File: src/rtl/axil_regfile_if.sv
// AXI-lite bus bundle for axil_regfile: AW, W, B, AR and R channels.
// The master modport drives ms_* and the slave modport drives sm_*.
interface axil_regfile_if #(
    parameter int ADDR_W = 4,
    parameter int DATA_W = 8
);
    logic              ms_awvalid;
    logic [ADDR_W-1:0] ms_awaddr;
    logic              sm_awready;
    logic              ms_wvalid;
    logic [DATA_W-1:0] ms_wdata;
    logic              sm_wready;
    logic              sm_bvalid;
    logic [1:0]        sm_bresp;
    logic              ms_bready;
    logic              ms_arvalid;
    logic [ADDR_W-1:0] ms_araddr;
    logic              sm_arready;
    logic              sm_rvalid;
    logic [DATA_W-1:0] sm_rdata;
    logic [1:0]        sm_rresp;
    logic              ms_rready;

    modport master (
        output ms_awvalid, ms_awaddr, ms_wvalid, ms_wdata, ms_bready,
        output ms_arvalid, ms_araddr, ms_rready,
        input  sm_awready, sm_wready, sm_bvalid, sm_bresp,
        input  sm_arready, sm_rvalid, sm_rdata, sm_rresp
    );

    modport slave (
        input  ms_awvalid, ms_awaddr, ms_wvalid, ms_wdata, ms_bready,
        input  ms_arvalid, ms_araddr, ms_rready,
        output sm_awready, sm_wready, sm_bvalid, sm_bresp,
        output sm_arready, sm_rvalid, sm_rdata, sm_rresp
    );
endinterface

File: src/rtl/axil_regfile.sv
// axil_regfile: AXI-lite slave register file, DEPTH x DATA_W.
// AW and W are captured independently into holding registers; the write
// commits on the first edge where both are available, then a B response
// is held until accepted. Reads load R data on the AR handshake.
// Optional feature macro AXIL_SLVERR_EN: out-of-range accesses return
// SLVERR (writes dropped, reads return 0). Without it the register index
// is the address modulo DEPTH (DEPTH must be a power of two) and every
// response is OKAY.
module axil_regfile #(
    parameter int ADDR_W = 4,
    parameter int DATA_W = 8,
    parameter int DEPTH  = 16
) (
    input logic           clk,
    input logic           reset,
    axil_regfile_if.slave bus
);
    localparam int                IDX_W       = (DEPTH > 1) ? $clog2(DEPTH) : 1;
    localparam logic [ADDR_W:0]   LP_DEPTH    = (ADDR_W + 1)'(DEPTH);
    localparam logic [1:0]        RESP_OKAY   = 2'b00;
    localparam logic [1:0]        RESP_SLVERR = 2'b10;

    typedef enum logic { W_IDLE, W_RESP } wstate_t;
    typedef enum logic { R_IDLE, R_DATA } rstate_t;

    logic [DATA_W-1:0] r_mem [DEPTH];

    wstate_t           r_wstate;
    wstate_t           w_wstate_nxt;
    rstate_t           r_rstate;
    rstate_t           w_rstate_nxt;

    logic              r_aw_full;
    logic [ADDR_W-1:0] r_aw_addr;
    logic              r_w_full;
    logic [DATA_W-1:0] r_w_data;
    logic [1:0]        r_bresp;
    logic [DATA_W-1:0] r_rdata;
    logic [1:0]        r_rresp;

    logic              w_aw_hs;
    logic              w_w_hs;
    logic              w_ar_hs;
    logic              w_commit;
    logic [ADDR_W-1:0] w_wr_addr;
    logic [DATA_W-1:0] w_wr_data;
    logic              w_wr_ok;
    logic              w_rd_ok;
    logic [IDX_W-1:0]  w_wr_idx;
    logic [IDX_W-1:0]  w_rd_idx;

`ifdef AXIL_SLVERR_EN
    // In range only when addr < DEPTH; the index is then just the low bits.
    function automatic logic [IDX_W-1:0] f_index(input logic [ADDR_W-1:0] addr);
        return addr[IDX_W-1:0];
    endfunction
    assign w_wr_ok = ({1'b0, w_wr_addr} < LP_DEPTH);
    assign w_rd_ok = ({1'b0, bus.ms_araddr} < LP_DEPTH);
`else
    // Address aliases onto the array; with DEPTH a power of two this is a bit select.
    function automatic logic [IDX_W-1:0] f_index(input logic [ADDR_W-1:0] addr);
        return IDX_W'({1'b0, addr} % LP_DEPTH);
    endfunction
    assign w_wr_ok = 1'b1;
    assign w_rd_ok = 1'b1;
`endif

    // Readies depend only on registered state, so no input-to-output path exists.
    assign bus.sm_awready = (r_wstate == W_IDLE) && !r_aw_full;
    assign bus.sm_wready  = (r_wstate == W_IDLE) && !r_w_full;
    assign bus.sm_arready = (r_rstate == R_IDLE);
    assign bus.sm_bvalid  = (r_wstate == W_RESP);
    assign bus.sm_bresp   = r_bresp;
    assign bus.sm_rvalid  = (r_rstate == R_DATA);
    assign bus.sm_rdata   = r_rdata;
    assign bus.sm_rresp   = r_rresp;

    assign w_aw_hs   = bus.ms_awvalid && bus.sm_awready;
    assign w_w_hs    = bus.ms_wvalid  && bus.sm_wready;
    assign w_ar_hs   = bus.ms_arvalid && bus.sm_arready;
    assign w_wr_addr = r_aw_full ? r_aw_addr : bus.ms_awaddr;
    assign w_wr_data = r_w_full  ? r_w_data  : bus.ms_wdata;
    assign w_commit  = (r_wstate == W_IDLE) && (r_aw_full || w_aw_hs) && (r_w_full || w_w_hs);
    assign w_wr_idx  = f_index(w_wr_addr);
    assign w_rd_idx  = f_index(bus.ms_araddr);

    // Channel state registers.
    always_ff @(posedge clk or posedge reset) begin
        if (reset) begin
            r_wstate <= W_IDLE;
            r_rstate <= R_IDLE;
        end else begin
            r_wstate <= w_wstate_nxt;
            r_rstate <= w_rstate_nxt;
        end
    end

    // Next-state logic: commit enters W_RESP, B/R handshakes return to idle.
    always_comb begin
        w_wstate_nxt = r_wstate;
        w_rstate_nxt = r_rstate;
        case (r_wstate)
            W_IDLE:  if (w_commit)      w_wstate_nxt = W_RESP;
            W_RESP:  if (bus.ms_bready) w_wstate_nxt = W_IDLE;
            default: w_wstate_nxt = W_IDLE;
        endcase
        case (r_rstate)
            R_IDLE:  if (w_ar_hs)       w_rstate_nxt = R_DATA;
            R_DATA:  if (bus.ms_rready) w_rstate_nxt = R_IDLE;
            default: w_rstate_nxt = R_IDLE;
        endcase
    end

    // AW/W holding registers, write commit into storage and B response code.
    always_ff @(posedge clk or posedge reset) begin
        if (reset) begin
            r_aw_full <= 1'b0;
            r_aw_addr <= '0;
            r_w_full  <= 1'b0;
            r_w_data  <= '0;
            r_bresp   <= RESP_OKAY;
            for (int i = 0; i < DEPTH; i++) r_mem[i] <= '0;
        end else if (w_commit) begin
            r_aw_full <= 1'b0;
            r_w_full  <= 1'b0;
            r_bresp   <= w_wr_ok ? RESP_OKAY : RESP_SLVERR;
            if (w_wr_ok) r_mem[w_wr_idx] <= w_wr_data;
        end else begin
            if (w_aw_hs) begin
                r_aw_full <= 1'b1;
                r_aw_addr <= bus.ms_awaddr;
            end
            if (w_w_hs) begin
                r_w_full <= 1'b1;
                r_w_data <= bus.ms_wdata;
            end
        end
    end

    // R data capture; a same-edge write commit is not yet visible here.
    always_ff @(posedge clk or posedge reset) begin
        if (reset) begin
            r_rdata <= '0;
            r_rresp <= RESP_OKAY;
        end else if (w_ar_hs) begin
            r_rdata <= w_rd_ok ? r_mem[w_rd_idx] : '0;
            r_rresp <= w_rd_ok ? RESP_OKAY : RESP_SLVERR;
        end
    end
endmodule

File: src/flat_wrapper.sv
// flat-port wrapper written by rule: the top's interface ports become plain ports
module axil_regfile_flat 
#(
    parameter int ADDR_W = 4,
    parameter int DATA_W = 8,
    parameter int DEPTH  = 16
)
  (clk, reset, bus_ms_awvalid, bus_ms_awaddr, bus_ms_wvalid, bus_ms_wdata, bus_ms_bready, bus_ms_arvalid, bus_ms_araddr, bus_ms_rready, bus_sm_awready, bus_sm_wready, bus_sm_bvalid, bus_sm_bresp, bus_sm_arready, bus_sm_rvalid, bus_sm_rdata, bus_sm_rresp);
  axil_regfile_if #(.ADDR_W(ADDR_W), .DATA_W(DATA_W)) bus_i ();
  input logic clk;
  input logic reset;
  input wire logic [$bits(bus_i.ms_awvalid)-1:0] bus_ms_awvalid;
  input wire logic [$bits(bus_i.ms_awaddr)-1:0] bus_ms_awaddr;
  input wire logic [$bits(bus_i.ms_wvalid)-1:0] bus_ms_wvalid;
  input wire logic [$bits(bus_i.ms_wdata)-1:0] bus_ms_wdata;
  input wire logic [$bits(bus_i.ms_bready)-1:0] bus_ms_bready;
  input wire logic [$bits(bus_i.ms_arvalid)-1:0] bus_ms_arvalid;
  input wire logic [$bits(bus_i.ms_araddr)-1:0] bus_ms_araddr;
  input wire logic [$bits(bus_i.ms_rready)-1:0] bus_ms_rready;
  output wire logic [$bits(bus_i.sm_awready)-1:0] bus_sm_awready;
  output wire logic [$bits(bus_i.sm_wready)-1:0] bus_sm_wready;
  output wire logic [$bits(bus_i.sm_bvalid)-1:0] bus_sm_bvalid;
  output wire logic [$bits(bus_i.sm_bresp)-1:0] bus_sm_bresp;
  output wire logic [$bits(bus_i.sm_arready)-1:0] bus_sm_arready;
  output wire logic [$bits(bus_i.sm_rvalid)-1:0] bus_sm_rvalid;
  output wire logic [$bits(bus_i.sm_rdata)-1:0] bus_sm_rdata;
  output wire logic [$bits(bus_i.sm_rresp)-1:0] bus_sm_rresp;
  assign bus_i.ms_awvalid = bus_ms_awvalid;
  assign bus_i.ms_awaddr = bus_ms_awaddr;
  assign bus_i.ms_wvalid = bus_ms_wvalid;
  assign bus_i.ms_wdata = bus_ms_wdata;
  assign bus_i.ms_bready = bus_ms_bready;
  assign bus_i.ms_arvalid = bus_ms_arvalid;
  assign bus_i.ms_araddr = bus_ms_araddr;
  assign bus_i.ms_rready = bus_ms_rready;
  assign bus_sm_awready = bus_i.sm_awready;
  assign bus_sm_wready = bus_i.sm_wready;
  assign bus_sm_bvalid = bus_i.sm_bvalid;
  assign bus_sm_bresp = bus_i.sm_bresp;
  assign bus_sm_arready = bus_i.sm_arready;
  assign bus_sm_rvalid = bus_i.sm_rvalid;
  assign bus_sm_rdata = bus_i.sm_rdata;
  assign bus_sm_rresp = bus_i.sm_rresp;
  axil_regfile #(.ADDR_W(ADDR_W), .DATA_W(DATA_W), .DEPTH(DEPTH)) u_core (.clk(clk), .reset(reset), .bus(bus_i));
endmodule
File: config.mk
export PLATFORM = sky130hd
export DESIGN_NAME = axil_regfile_flat
export DESIGN_NICKNAME = d
export VERILOG_FILES = /design/src/rtl/axil_regfile_if.sv /design/src/rtl/axil_regfile.sv /design/src/flat_wrapper.sv
export SDC_FILE = /design/constraint.sdc
export NUM_CORES = 1
export LEC_CHECK = 0
export ABC_CLOCK_PERIOD_IN_PS = 4650
export BUFFER_PORTS_ARGS = -buffer_cell sky130_fd_sc_hd__buf_2
export CAP_MARGIN = 5
export CORE_UTILIZATION = 50
export DETAILED_ROUTE_END_ITERATION = 10
export PLACE_DENSITY_LB_ADDON = 0.12
export SLEW_MARGIN = 5
export SYNTH_ARGS = -nofsm -noshare
export SYNTH_HDL_FRONTEND = slang
export SYNTH_SLANG_ARGS = --single-unit
File: constraint.sdc
create_clock -name clk -period 4.65 [get_ports clk]
set_clock_uncertainty 0.05 [all_clocks]
set_input_delay 0.465 -clock clk [delete_from_list [all_inputs] [get_ports clk]]
set_output_delay 0.465 -clock clk [all_outputs]
set_load 0.05 [all_outputs]
; Word level (Yosys, flattened, before mapping)
; Cells that the tools add are included.
[word_totals]
wordCells = 65
input_bits = 23
ff_bits = 152
output_inout_bits = 17
[op_classes]
bitwise = 5
mux = 18
n_reduce_logical = 16
n_lt_le_gt_ge = 3
[ops]
columns = cell, n
row1 = $bwmux W128, 1
row2 = $bmux W8 S4, 1
row3 = $demux W8 S4, 1
row4 = $mux W8, 4
row5 = $ge A5 B5 Y1 const B, 2
row6 = $not A4 Y5, 2
row7 = $logic_and A1 B1 Y1, 8
row8 = $mux W1, 8
row9 = $lt A5 B1 Y1 const B, 1
row10 = $mux W4, 1
row11 = $pmux W1 S2, 2
row12 = $reduce_and A2 Y1, 2
row13 = $reduce_bool A2 Y1, 2
row14 = $not A1 Y1, 3
row15 = $logic_not A1 Y1, 2
row16 = $logic_or A1 B1 Y1, 2

; Logic depth before layout (Yosys ltp)
; Gate-level depths: netlist of the first run.
[logic_depth]
word_depth = 8
mapped_depth = 6
mapped_depth_nobuf = 4

; Worst setup path after synthesis of the first run
; OpenSTA, ideal clock, no wires.
[synth_timing]
kind = flip-flop to flip-flop
start = reg u_core.r_wstate (netlist: u_core.bus.sm_bvalid)
end = reg u_core.r_w_data[0]
synth_period_minus_slack_ps = 2452
t_arrival_ps = 2277
setup_time_ps = 125
path_buffers = 1
t_required_ps = 4475
path_stages_with_launch = 5
path_slack_ps = 2198
cell_sequence = dfrtp_1 > nor2_1 > and3_1 > clkbuf_1 > mux2_2
[synth_between]
elab_chain_len = 8
word_cells_on_any_way = 11
classes_between = 2 x bitwise / 9 x reduce/logical
[synth_rtl]
columns = element, line
row1 = from (decl), axil_regfile.sv:28  ; wstate_t r_wstate;
row2 = from (signal assigned), axil_regfile.sv:93  ; r_wstate <= w_wstate_nxt;
row3 = $not A1 Y1, axil_regfile.sv:69  ; assign bus.sm_awready = (r_wstate == W_IDLE) && !r_aw_full;
row4 = $logic_and A1 B1 Y1, axil_regfile.sv:69
row5 = named net bus_sm_awready, flat_wrapper.sv:20  ; output wire logic [$bits(bus_i.sm_awready)-1:0] bus_sm_awready;
row6 = $logic_and A1 B1 Y1, axil_regfile.sv:78  ; assign w_aw_hs = bus.ms_awvalid && bus.sm_awready;
row7 = $logic_or A1 B1 Y1, axil_regfile.sv:83  ; assign w_commit = (r_wstate == W_IDLE) && (r_aw_full || w_aw_hs) && (r_w_full || w_w_hs);
row8 = $logic_and A1 B1 Y1 (2 in a row), axil_regfile.sv:83
row9 = $not A1 Y1 (no source line), -
row10 = $reduce_and A2 Y1 (no source line), -
row11 = to (signal assigned), axil_regfile.sv:135  ; r_w_data <= bus.ms_wdata;
row12 = to (decl), axil_regfile.sv:36  ; logic [DATA_W-1:0] r_w_data;
; The timed path passes the listed nets, and every way through them passes these cells.
; A chain may end at the register's enable or synchronous reset.

; Worst setup path in the final report of the first run
[layout_timing]
start = reg u_core.r_aw_full
end = reg u_core.r_mem[15] in the netlist's numbering
[layout_between]
elab_chain_len = 7
word_cells_on_any_way = 14
classes_between = 2 x order compare / 4 x mux / 1 x bitwise / 7 x reduce/logical
[layout_rtl]
columns = element, line
row1 = from (decl), axil_regfile.sv:33  ; logic r_aw_full;
row2 = from (signal assigned), axil_regfile.sv:117  ; r_aw_full <= 1'b0;
row3 = from (signal assigned), axil_regfile.sv:124  ; r_aw_full <= 1'b0;
row4 = from (signal assigned), axil_regfile.sv:130  ; r_aw_full <= 1'b1;
row5 = $mux W4, axil_regfile.sv:81  ; assign w_wr_addr = r_aw_full ? r_aw_addr : bus.ms_awaddr;
row6 = $not A4 Y5 (implied by the code), axil_regfile.sv:127  ; if (w_wr_ok) r_mem[w_wr_idx] <= w_wr_data;
row7 = $ge A5 B5 Y1 (implied by the code) or $lt A5 B1 Y1 (tied branches), axil_regfile.sv:127
row8 = $logic_and A1 B1 Y1 (implied by the code), axil_regfile.sv:127
row9 = $mux W8 (implied by the code), axil_regfile.sv:127
row10 = $demux W8 S4, axil_regfile.sv:127
row11 = $bwmux W128, axil_regfile.sv:127
row12 = "to (signal, indexed assignment)", axil_regfile.sv:127
row13 = to (decl), axil_regfile.sv:26  ; logic [DATA_W-1:0] r_mem [DEPTH];
; Parallel ways exist; a longest one is shown, timed or not.

==> impl_metrics.env, run 1 <==
export IMPL_outcome="finished, final reports clean"
export IMPL_critical_path_cell_chain="or3b_1, a211oi_2, nand2_1, mux2_2"
export IMPL_ys_top_cells_by_area="dfrtp_1, mux2_2, mux2i_1"
export IMPL_synth_compound_area_share_pct=4.80
export IMPL_drc=0
export IMPL_synth_xor_area_share_pct=0
export IMPL_cts_htree_levels=4
export IMPL_firstDrtPassIters=4
export IMPL_power_mw=5.38
export IMPL_die_w_um=121
export IMPL_worst_pin_slew_ns=0.988
export IMPL_numCtsBuffers=17
export IMPL_synth_seq_cells=152
export IMPL_synth_area_um2=7110
export IMPL_yosysUniqueCellTypes=36
export IMPL_synth_top_family_by_area="multiplexers"
export IMPL_drive_gt1_share_pct=38.7
export IMPL_dp_slack_ns=2.24
export IMPL_fin_ws_ns=2.23
export IMPL_critPathMaxFanout=18
export IMPL_maxCapViolCount=0
export IMPL_synth_top_cell_by_area="dfrtp_1"
export IMPL_cts_root_buf="clkbuf_16"
export IMPL_port_buffers=35
export IMPL_setup_viol=0
export IMPL_cts_tree="yes"
export IMPL_cts_num_sinks=152
export IMPL_first_global_vias=4644
export IMPL_clockBufferDepth=2
export IMPL_fp_dieH_um=121
export IMPL_antenna_found_initial=0
export IMPL_netlist_area_leader_share_pct=53.5
export IMPL_fillCellCount=1139
export IMPL_slew_headroom_pct=33.8
export IMPL_synth_avg_cell_area_um2=13.2
export IMPL_grt_use_total_pct=23.0
export IMPL_period_needed_ns=2.42
export IMPL_num_antenna_cells=0
export IMPL_cp_slowest_cell="dfrtp_1"
export IMPL_p_leak_nw=3.83
export IMPL_grt_pass1_wl_mm=25.0
export IMPL_vdd_drop_max_mv=0.314
export IMPL_start_kind="flip-flop"
export IMPL_synth_seq_area_share_pct=53.5
export IMPL_core_area_um2=13900
export IMPL_synth_simple_gate_area_share_pct=7.16
export IMPL_wl_mm=15.3
export IMPL_grt_overflow_total=0
export IMPL_wl_per_cell_um=20.0
export IMPL_clkLatencyLatePin_ns=0.42
export IMPL_dpl_hpwl_mm=10.0
export IMPL_start_util_pct=51.2
export IMPL_postRouteAntennaNets=0
export IMPL_cts_setup_buffers=0
export IMPL_fin_nets=594
export IMPL_final_util_pct=58.4
export IMPL_viasPerCell=5.73
export IMPL_power_density_nw_per_um2=664
export IMPL_dr_total_vias=4374
export IMPL_hold_viol=0
export IMPL_std_cell_rows=43
export IMPL_syn_to_final_growth_pct=13.9
export IMPL_ctsResizeCount=0
export IMPL_die_area_um2=14700
export IMPL_drv_slew=0
export IMPL_synthAdderAreaFrac_pct=0
export IMPL_critPathKind="flip-flop to flip-flop"
export IMPL_period_share_pct=52.0
export IMPL_hp_class="primary input to asynchronous set/reset pin"
export IMPL_grt_max_degree=75
export IMPL_yosys_warnings=0
export IMPL_max_freq_mhz=414
export IMPL_cts_hold_buf=0
export IMPL_dr_first_iter_drc_count=265
export IMPL_cts_clk_slew_worst_paths_ns=0.06
export IMPL_gp_congestion=0.748
export IMPL_synth_mux_area_share_pct=32.3
export IMPL_cp_arrival_ns=2.67
export IMPL_end_kind="flip-flop"
export IMPL_max_stage_delay_ns=0.55
export IMPL_setup_tns_ns=0
export IMPL_rsz0062_at_grt="false"
export IMPL_io_pins=40
export IMPL_worstPathRequired_ns=4.91
export IMPL_syn_inst=540
## report_power, final
group          internal [mW]  switching (mW)
Combinational          0.736           0.802
Clock                   1.01           0.538
Sequential              1.94           0.349
## synthesized netlist by cell type, drive strengths merged
cell    number
a211oi       5
a21boi       2
a21oi        9
a22oi       18
and2         1
and3         1
buf         14
clkbuf      17
conb         1
dfrtp      152
inv          4
mux2       147
mux2i       64
nand2       46
nand2b       2
nand3       21
nand3b       5
nand4        6
nor2         8
nor2b        3
o21a         1
o21ai        3
o21bai       1
o22ai        2
o31ai        1
or3          2
or3b         4
## state kept, by name (all words and copies together) (netlist names)
| signal | cells |
|---|---|
| u_core.r_aw_addr | 4 |
| u_core.r_w_full | 1 |
| u_core.r_mem | 128 |
| u_core.r_aw_full | 1 |
| u_core.bus.sm_rvalid | 1 |
| u_core.bus.sm_bvalid | 1 |
| u_core.bus.sm_rdata | 8 |
| u_core.r_w_data | 8 |
## per-stage QoR
step	hold WS (ns)	std cells	cell area, µm²
5_1_grt	0.155	764	8100
4_1_cts	0.127	764	8100
3_3_place_gp	0.411	732	7430
3_5_place_dp	0.422	732	7430
6_report	0.106	764	8100
2_1_floorplan	0.407	543	7120
## routing by layer
metal	up-vias	track usage, %	part of all wire [%]
met5	-	0	0
met4	0	7.56	1.3
met3	17	4.65	3.7
met2	71	35.9	46
met1	2274	32.2	49
li1	2012	-	-
## worst max-delay path, delay by kind of cell (launching register included)
kind            cells  cell delay [ns]
compound gates      1             0.42
flops               1             0.55
mux                 1             0.40
simple gates        2             0.89
## final cells by class
type	instances	area (µm²)	share of cell area [%]
clock buffers	23	488	6.02
inverters	4	20.0	0.247
flip-flops and latches	152	3800	47.0
clock inverters	9	184	2.27
well taps	180	225	2.78
repair buffers	40	215	2.66
multi-input cells	356	3160	39.1
## path summary, 6_finish.rpt
path	from	endpoint	slack (ns)	cells past startpoint
hold reg to reg	u_core.r_mem[123]	u_core.r_mem[123]	0.44	1
setup reg to reg	u_core.r_aw_full	u_core.r_mem[15]	2.23	4
hold / removal	reset	u_core.r_mem[94]	0.11	2
min in group clk	bus_ms_rready	u_core.bus.sm_rvalid	0.17	2
max in group asynchronous	reset	u_core.r_mem[17]	3.40	3
setup / recovery	u_core.r_aw_full	u_core.r_mem[15]	2.23	4
## cells by family after synthesis
logic type,after synthesis
multiplexers,211
other,1
flip-flops,152
AND/OR/NAND/NOR,99
buffers and inverters,35
AO/OA/AOI/OAI,42
## cell usage in the layout (no fill, tap or decap), types with 2 or more instances in the layout
cell / count
nand2b_1: 2
clkbuf_16: 17
nor2_1: 8
nand2_2: 5
nand2_4: 3
nand4_1: 6
or3_1: 2
a22oi_1: 18
a211oi_2: 3
o22ai_1: 2
bufinv_16: 5
mux2_1: 10
nor2b_1: 2
nand3b_1: 5
o21ai_0: 2
mux2i_1: 64
inv_1: 3
conb_1: 4
mux2_2: 137
dfrtp_1: 152
a21boi_4: 2
nand3_1: 21
clkbuf_1: 2
a21oi_1: 9
nand2_1: 38
clkbuf_8: 4
buf_2: 34
inv_6: 3
buf_4: 6
or3b_1: 3
Note: power is estimated with default switching activity, not from simulation.
==> run 2: changes to the inputs <==
--- a/config.mk
+++ b/config.mk
@@ -5,7 +5,7 @@
 export SDC_FILE = /design/constraint.sdc
 export NUM_CORES = 1
 export LEC_CHECK = 0
-export ABC_CLOCK_PERIOD_IN_PS = 4650
+export ABC_CLOCK_PERIOD_IN_PS = 2000
 export BUFFER_PORTS_ARGS = -buffer_cell sky130_fd_sc_hd__buf_2
 export CAP_MARGIN = 5
 export CORE_UTILIZATION = 50
==> constraint.sdc (replaced) <==
create_clock -name clk -period 2 [get_ports clk]
set_clock_uncertainty 0.05 [all_clocks]
set_input_delay 0.2 -clock clk [delete_from_list [all_inputs] [get_ports clk]]
set_output_delay 0.2 -clock clk [all_outputs]
set_load 0.05 [all_outputs]
==> impl_metrics.env, run 2 (synthesis gave the netlist of run 1 again) <==
export IMPL_wl_mm=15.7
export IMPL_worstPathRequired_ns=2.26
export IMPL_start_util_pct=51.2
export IMPL_dpl_hpwl_mm=10.1
export IMPL_dp_slack_ns=-0.0828
export IMPL_grt_pass1_wl_mm=25.7
export IMPL_mostFrequentLayoutCells="dfrtp_1, mux2_2, mux2i_1"
export IMPL_regArea_um2=3800
export IMPL_rsz0062_at_grt="true"
export IMPL_hold_viol=0
export IMPL_die_w_um=121
export IMPL_final_cell_area_um2=8630
export IMPL_clkLatencyLatePin_ns=0.42
export IMPL_period_needed_ns=2.00
export IMPL_timing_rr_start="u_core.r_aw_full"
export IMPL_top_register="u_core.r_mem"
export IMPL_outcome="finished, final reports clean"
export IMPL_critPathKind="flip-flop to flip-flop"
export IMPL_period_share_pct=99.8
export IMPL_start_kind="flip-flop"
export IMPL_final_util_pct=62.2
export IMPL_first_global_vias=4893
export IMPL_max_freq_mhz=501
export IMPL_viasPerCell=5.64
export IMPL_multi_input_area_um2=3250
export IMPL_routed_top_layer="met4"
export IMPL_drive_gt1_share_pct=43.3
export IMPL_setup_viol=0
export IMPL_drc=0
export IMPL_fillCellCount=1087
export IMPL_drv_slew=0
export IMPL_gp_congestion=0.819
export IMPL_crit_end="u_core.r_mem[125]"
export IMPL_wl_met3_um=619
export IMPL_cts_tree="yes"
export IMPL_wl_met1_mm=7.26
export IMPL_numCtsBuffers=17
export IMPL_die_area_um2=14700
export IMPL_power_density_nw_per_um2=1470
export IMPL_num_antenna_cells=0
export IMPL_port_buffers=35
export IMPL_firstDrtPassIters=4
export IMPL_grt_max_degree=87
export IMPL_dr_total_vias=4571
export IMPL_grt_overflow_total=0
export IMPL_placed_cell_area_um2=7770
export IMPL_power_mw=12.7
export IMPL_largest_reg_flops=128
export IMPL_antenna_found_initial=0
export IMPL_worstReg2RegEnd="u_core.r_mem[125]"
export IMPL_cts_root_buf="clkbuf_16"
export IMPL_grt_use_total_pct=23.6
export IMPL_io_pins=40
export IMPL_cp_arrival_ns=2.25
export IMPL_postRouteAntennaNets=0
export IMPL_clockBufferDepth=2
export IMPL_fp_dieH_um=121
export IMPL_maxCapViolCount=0
export IMPL_critPathMaxFanout=11
export IMPL_dr_first_iter_drc_count=213
export IMPL_core_area_um2=13900
export IMPL_syn_to_final_growth_pct=21.4
export IMPL_cts_clk_slew_worst_paths_ns=0.06
export IMPL_vdd_drop_max_mv=0.728
export IMPL_rr_worst_depth=5
export IMPL_hp_class="primary input to flip-flop"
export IMPL_fin_nets=641
export IMPL_cts_htree_levels=4
export IMPL_end_kind="flip-flop"
export IMPL_ff2ff_setup_slack_ns=0.004
export IMPL_fin_ws_ns=0.00395
export IMPL_wl_met2_mm=7.56
export IMPL_setup_tns_ns=0
export IMPL_std_cell_rows=43
export IMPL_cts_num_sinks=152
export IMPL_final_common_cell="dfrtp_1"
export IMPL_crit_path_start="u_core.r_aw_full"
export IMPL_wl_per_cell_um=19.3
export IMPL_p_leak_nw=4.16
==> run 2: stage by stage <==
stage / std cells / hold WS (ns)
finish: 811 / 0.0171
global route: 811 / 0.0307
CTS: 811 / 0.000453
detailed placement: 766 / 0.307
global placement: 766 / 0.299
floorplan: 543 / 0.246
==> run 2: cell type report <==
| class | count | area share (%) |
|---|---|---|
| clock buffer | 20 | 5.41 |
| tap | 180 | 2.61 |
| timing repair buffer | 87 | 8.33 |
| multi-input combinational | 356 | 37.6 |
| clock inverter | 12 | 1.71 |
| inverter | 4 | 0.217 |
| sequential | 152 | 44.1 |
==> run 2: how the worst min path moves through the flow <==
stage | start | end | slack [ns] | cells past startpoint
after floorplan | bus_ms_rready | u_core.bus.sm_rvalid | 0.25 | 1
after global routing | bus_ms_awaddr[3] | u_core.r_aw_addr[3] | 0.03 | 2
final | bus_ms_wvalid | u_core.r_w_full | 0.02 | 3
after global placement | reset | u_core.r_mem[117] | 0.30 | 3
after detailed placement | reset | u_core.r_mem[117] | 0.31 | 3
after CTS | bus_ms_wvalid | u_core.r_w_full | 0.0005 | 3
==> run 2: critical path: stages, from the launching register on <==
cell and delay [ns]:
dfrtp_2 0.45, or3b_4 0.41, a211oi_2 0.27, a21boi_4 0.23, buf_12 0.14, mux2_2 0.33
==> run 2: what timing repair did <==
action                                  in CTS  in global routing
endpoints found under the setup margin      67                113
gates resized for setup                      5                 20
pin swaps                                    2                  2
hold buffers                                11                  0
setup buffers                                2                  0
endpoints found under the hold margin      162                  0
gates cloned                                 0                  0
==> run 2: metal layers <==
layer	up-vias	track usage, %
met5	-	0
met4	0	8.87
met3	16	4.56
met2	88	38.1
met1	2364	31.5
li1	2103	-
==> run 2: report_power, final <==
group          switching (mW)  total, mW  leakage (nW)  internal, mW
combinational            2.07       4.13          1.93          2.06
clock                    1.25       3.31         0.302          2.05
sequential              0.736       5.24          1.93          4.51
total                    4.06       12.7          4.16          8.62
==> run 3: changes to the inputs <==
--- a/config.mk
+++ b/config.mk
@@ -5,7 +5,7 @@
 export SDC_FILE = /design/constraint.sdc
 export NUM_CORES = 1
 export LEC_CHECK = 0
-export ABC_CLOCK_PERIOD_IN_PS = 2000
+export ABC_CLOCK_PERIOD_IN_PS = 2600
 export BUFFER_PORTS_ARGS = -buffer_cell sky130_fd_sc_hd__buf_2
 export CAP_MARGIN = 5
 export CORE_UTILIZATION = 50
==> constraint.sdc (replaced) <==
create_clock -name clk -period 2.6 [get_ports clk]
set_clock_uncertainty 0.05 [all_clocks]
set_input_delay 0.26 -clock clk [delete_from_list [all_inputs] [get_ports clk]]
set_output_delay 0.26 -clock clk [all_outputs]
set_load 0.05 [all_outputs]
==> impl_metrics.env, run 3 (synthesis gave the netlist of run 1 again) <==
export IMPL_die_w_um=121
export IMPL_crit_end="u_core.r_mem[127]"
export IMPL_grt_pass1_wl_mm=25.2
export IMPL_vdd_drop_max_mv=0.569
export IMPL_wl_per_cell_um=20.2
export IMPL_clockBufferDepth=2
export IMPL_ff2ff_setup_slack_ns=0.25
export IMPL_die_area_um2=14700
export IMPL_top_register="u_core.r_mem"
export IMPL_port_buffers=35
export IMPL_power_density_nw_per_um2=1140
export IMPL_rsz0062_at_grt="false"
export IMPL_grt_max_degree=153
export IMPL_end_kind="flip-flop"
export IMPL_hold_viol=0
export IMPL_io_pins=40
export IMPL_cts_htree_levels=4
export IMPL_num_antenna_cells=0
export IMPL_grt_use_total_pct=23.3
export IMPL_critPathMaxFanout=18
export IMPL_start_util_pct=51.2
export IMPL_maxCapViolCount=0
export IMPL_cts_root_buf="clkbuf_16"
export IMPL_period_share_pct=90.3
export IMPL_clkLatencyLatePin_ns=0.42
export IMPL_period_needed_ns=2.35
export IMPL_hp_class="primary input to asynchronous set/reset pin"
export IMPL_grt_overflow_total=0
export IMPL_slew_headroom_pct=42.7
export IMPL_std_cell_rows=43
export IMPL_postRouteAntennaNets=0
export IMPL_dpl_hpwl_mm=10.0
export IMPL_wl_mm=15.6
export IMPL_max_freq_mhz=426
export IMPL_dr_first_iter_drc_count=253
export IMPL_fin_nets=602
export IMPL_start_kind="flip-flop"
export IMPL_drive_gt1_share_pct=38.9
export IMPL_largest_reg_flops=128
export IMPL_antenna_found_initial=0
export IMPL_firstDrtPassIters=4
export IMPL_rr_worst_depth=4
export IMPL_fp_dieH_um=121
export IMPL_numCtsBuffers=17
export IMPL_worst_pin_slew_ns=0.860
export IMPL_max_stage_delay_ns=0.63
export IMPL_power_mw=9.21
export IMPL_first_global_vias=4640
export IMPL_syn_to_final_growth_pct=13.5
export IMPL_setup_tns_ns=0
export IMPL_gp_congestion=0.791
export IMPL_cts_tree="yes"
export IMPL_setup_viol=0
export IMPL_drc=0
export IMPL_p_leak_nw=3.81
export IMPL_final_common_cell="dfrtp_1"
export IMPL_dr_total_vias=4440
export IMPL_drv_slew=0
export IMPL_cts_setup_buffers=0
export IMPL_cp_slowest_cell="dfrtp_1"
export IMPL_timing_rr_start="u_core.r_aw_full"
export IMPL_worstPathRequired_ns=2.85
export IMPL_critPathKind="flip-flop to flip-flop"
export IMPL_mostFrequentLayoutCells="dfrtp_1, mux2_2, mux2i_1"
export IMPL_worstReg2RegEnd="u_core.r_mem[127]"
export IMPL_viasPerCell=5.75
export IMPL_cts_clk_slew_worst_paths_ns=0.06
export IMPL_cp_arrival_ns=2.60
export IMPL_core_area_um2=13900
export IMPL_outcome="finished, final reports clean"
export IMPL_crit_path_start="u_core.r_aw_full"
export IMPL_critical_path_cell_chain="or3b_1, a211oi_2, a21boi_4, mux2_2"
export IMPL_cts_num_sinks=152
==> run 3: cell types whose count changed in the layout (fill, tap and decap cells not counted), sizes merged <==
| cell | before | now |
|---|---|---|
| buf | 76 | 46 |
| bufinv | 3 | 1 |
| clkinv | 6 | 3 |
| clkinvlp | 3 | 6 |
| clkbuf | 20 | 22 |
| dlygate4sd3 | 11 | 2 |
==> run 3: timing repair <==
item                      CTS  global route
hold endpoints to repair    2             0
hold buffers                2             0
resized for setup           0             0
==> run 3: layout make-up <==
type / count / area [µm²]
clock inverters: 10 / 95.1
clock buffers: 22 / 464
repair buffers: 48 / 305
well taps: 180 / 225
flip-flops and latches: 152 / 3800
fillers: 1140 / 5810
multi-input cells: 356 / 3160
inverters: 4 / 18.8
==> run 3: per-layer routing <==
layer  part of all wire, %  global-route usage [%]
met4                   1.5                    6.71
met5                     0                       0
met2                    47                    36.5
met1                    47                    32.4
met3                   4.4                    5.12
==> run 3: how the worst min path moves through the flow <==
stage / from / endpoint / slack, ns
2_1_floorplan: bus_ms_rready / u_core.bus.sm_rvalid / 0.31
3_3_place_gp: bus_ms_rready / u_core.bus.sm_rvalid / 0.39
3_5_place_dp: bus_ms_bready / u_core.bus.sm_bvalid / 0.41
4_1_cts: bus_ms_wdata[2] / u_core.r_w_data[2] / 0.02
5_1_grt: bus_ms_wdata[5] / u_core.r_w_data[5] / 0.02
6_report: reset / u_core.r_w_data[2] / 0.02
==> run 3: report_power, final <==
group	switching, mW	leakage [nW]	total (mW)	internal, mW
logic	1.49	1.62	2.84	1.35
registers	0.598	1.93	4.06	3.46
clock network	0.949	0.259	2.31	1.37
total	3.03	3.81	9.21	6.18
==> run 3: worst max-delay path: cells and delay by family (launching register included) <==
| family | cells | cell delay, ns |
|---|---|---|
| DFF | 1 | 0.63 |
| muxes | 1 | 0.38 |
| and+or+nand+nor | 1 | 0.47 |
| AOI/OAI and AO/OA | 2 | 0.71 |
==> run 3: stage by stage <==
step                      worst slack, ns  hold slack (ns)  util (%)  area, µm²  std cells
after floorplan                     0.148            0.306         -       7130        543
after global placement              0.281            0.393      54.0       7490        738
after detailed placement            0.247            0.415      54.0       7490        738
after CTS                           0.232           0.0220      58.2       8070        772
after global routing               0.0979           0.0216      58.2       8070        772
final                               0.251           0.0185      58.2       8070        772
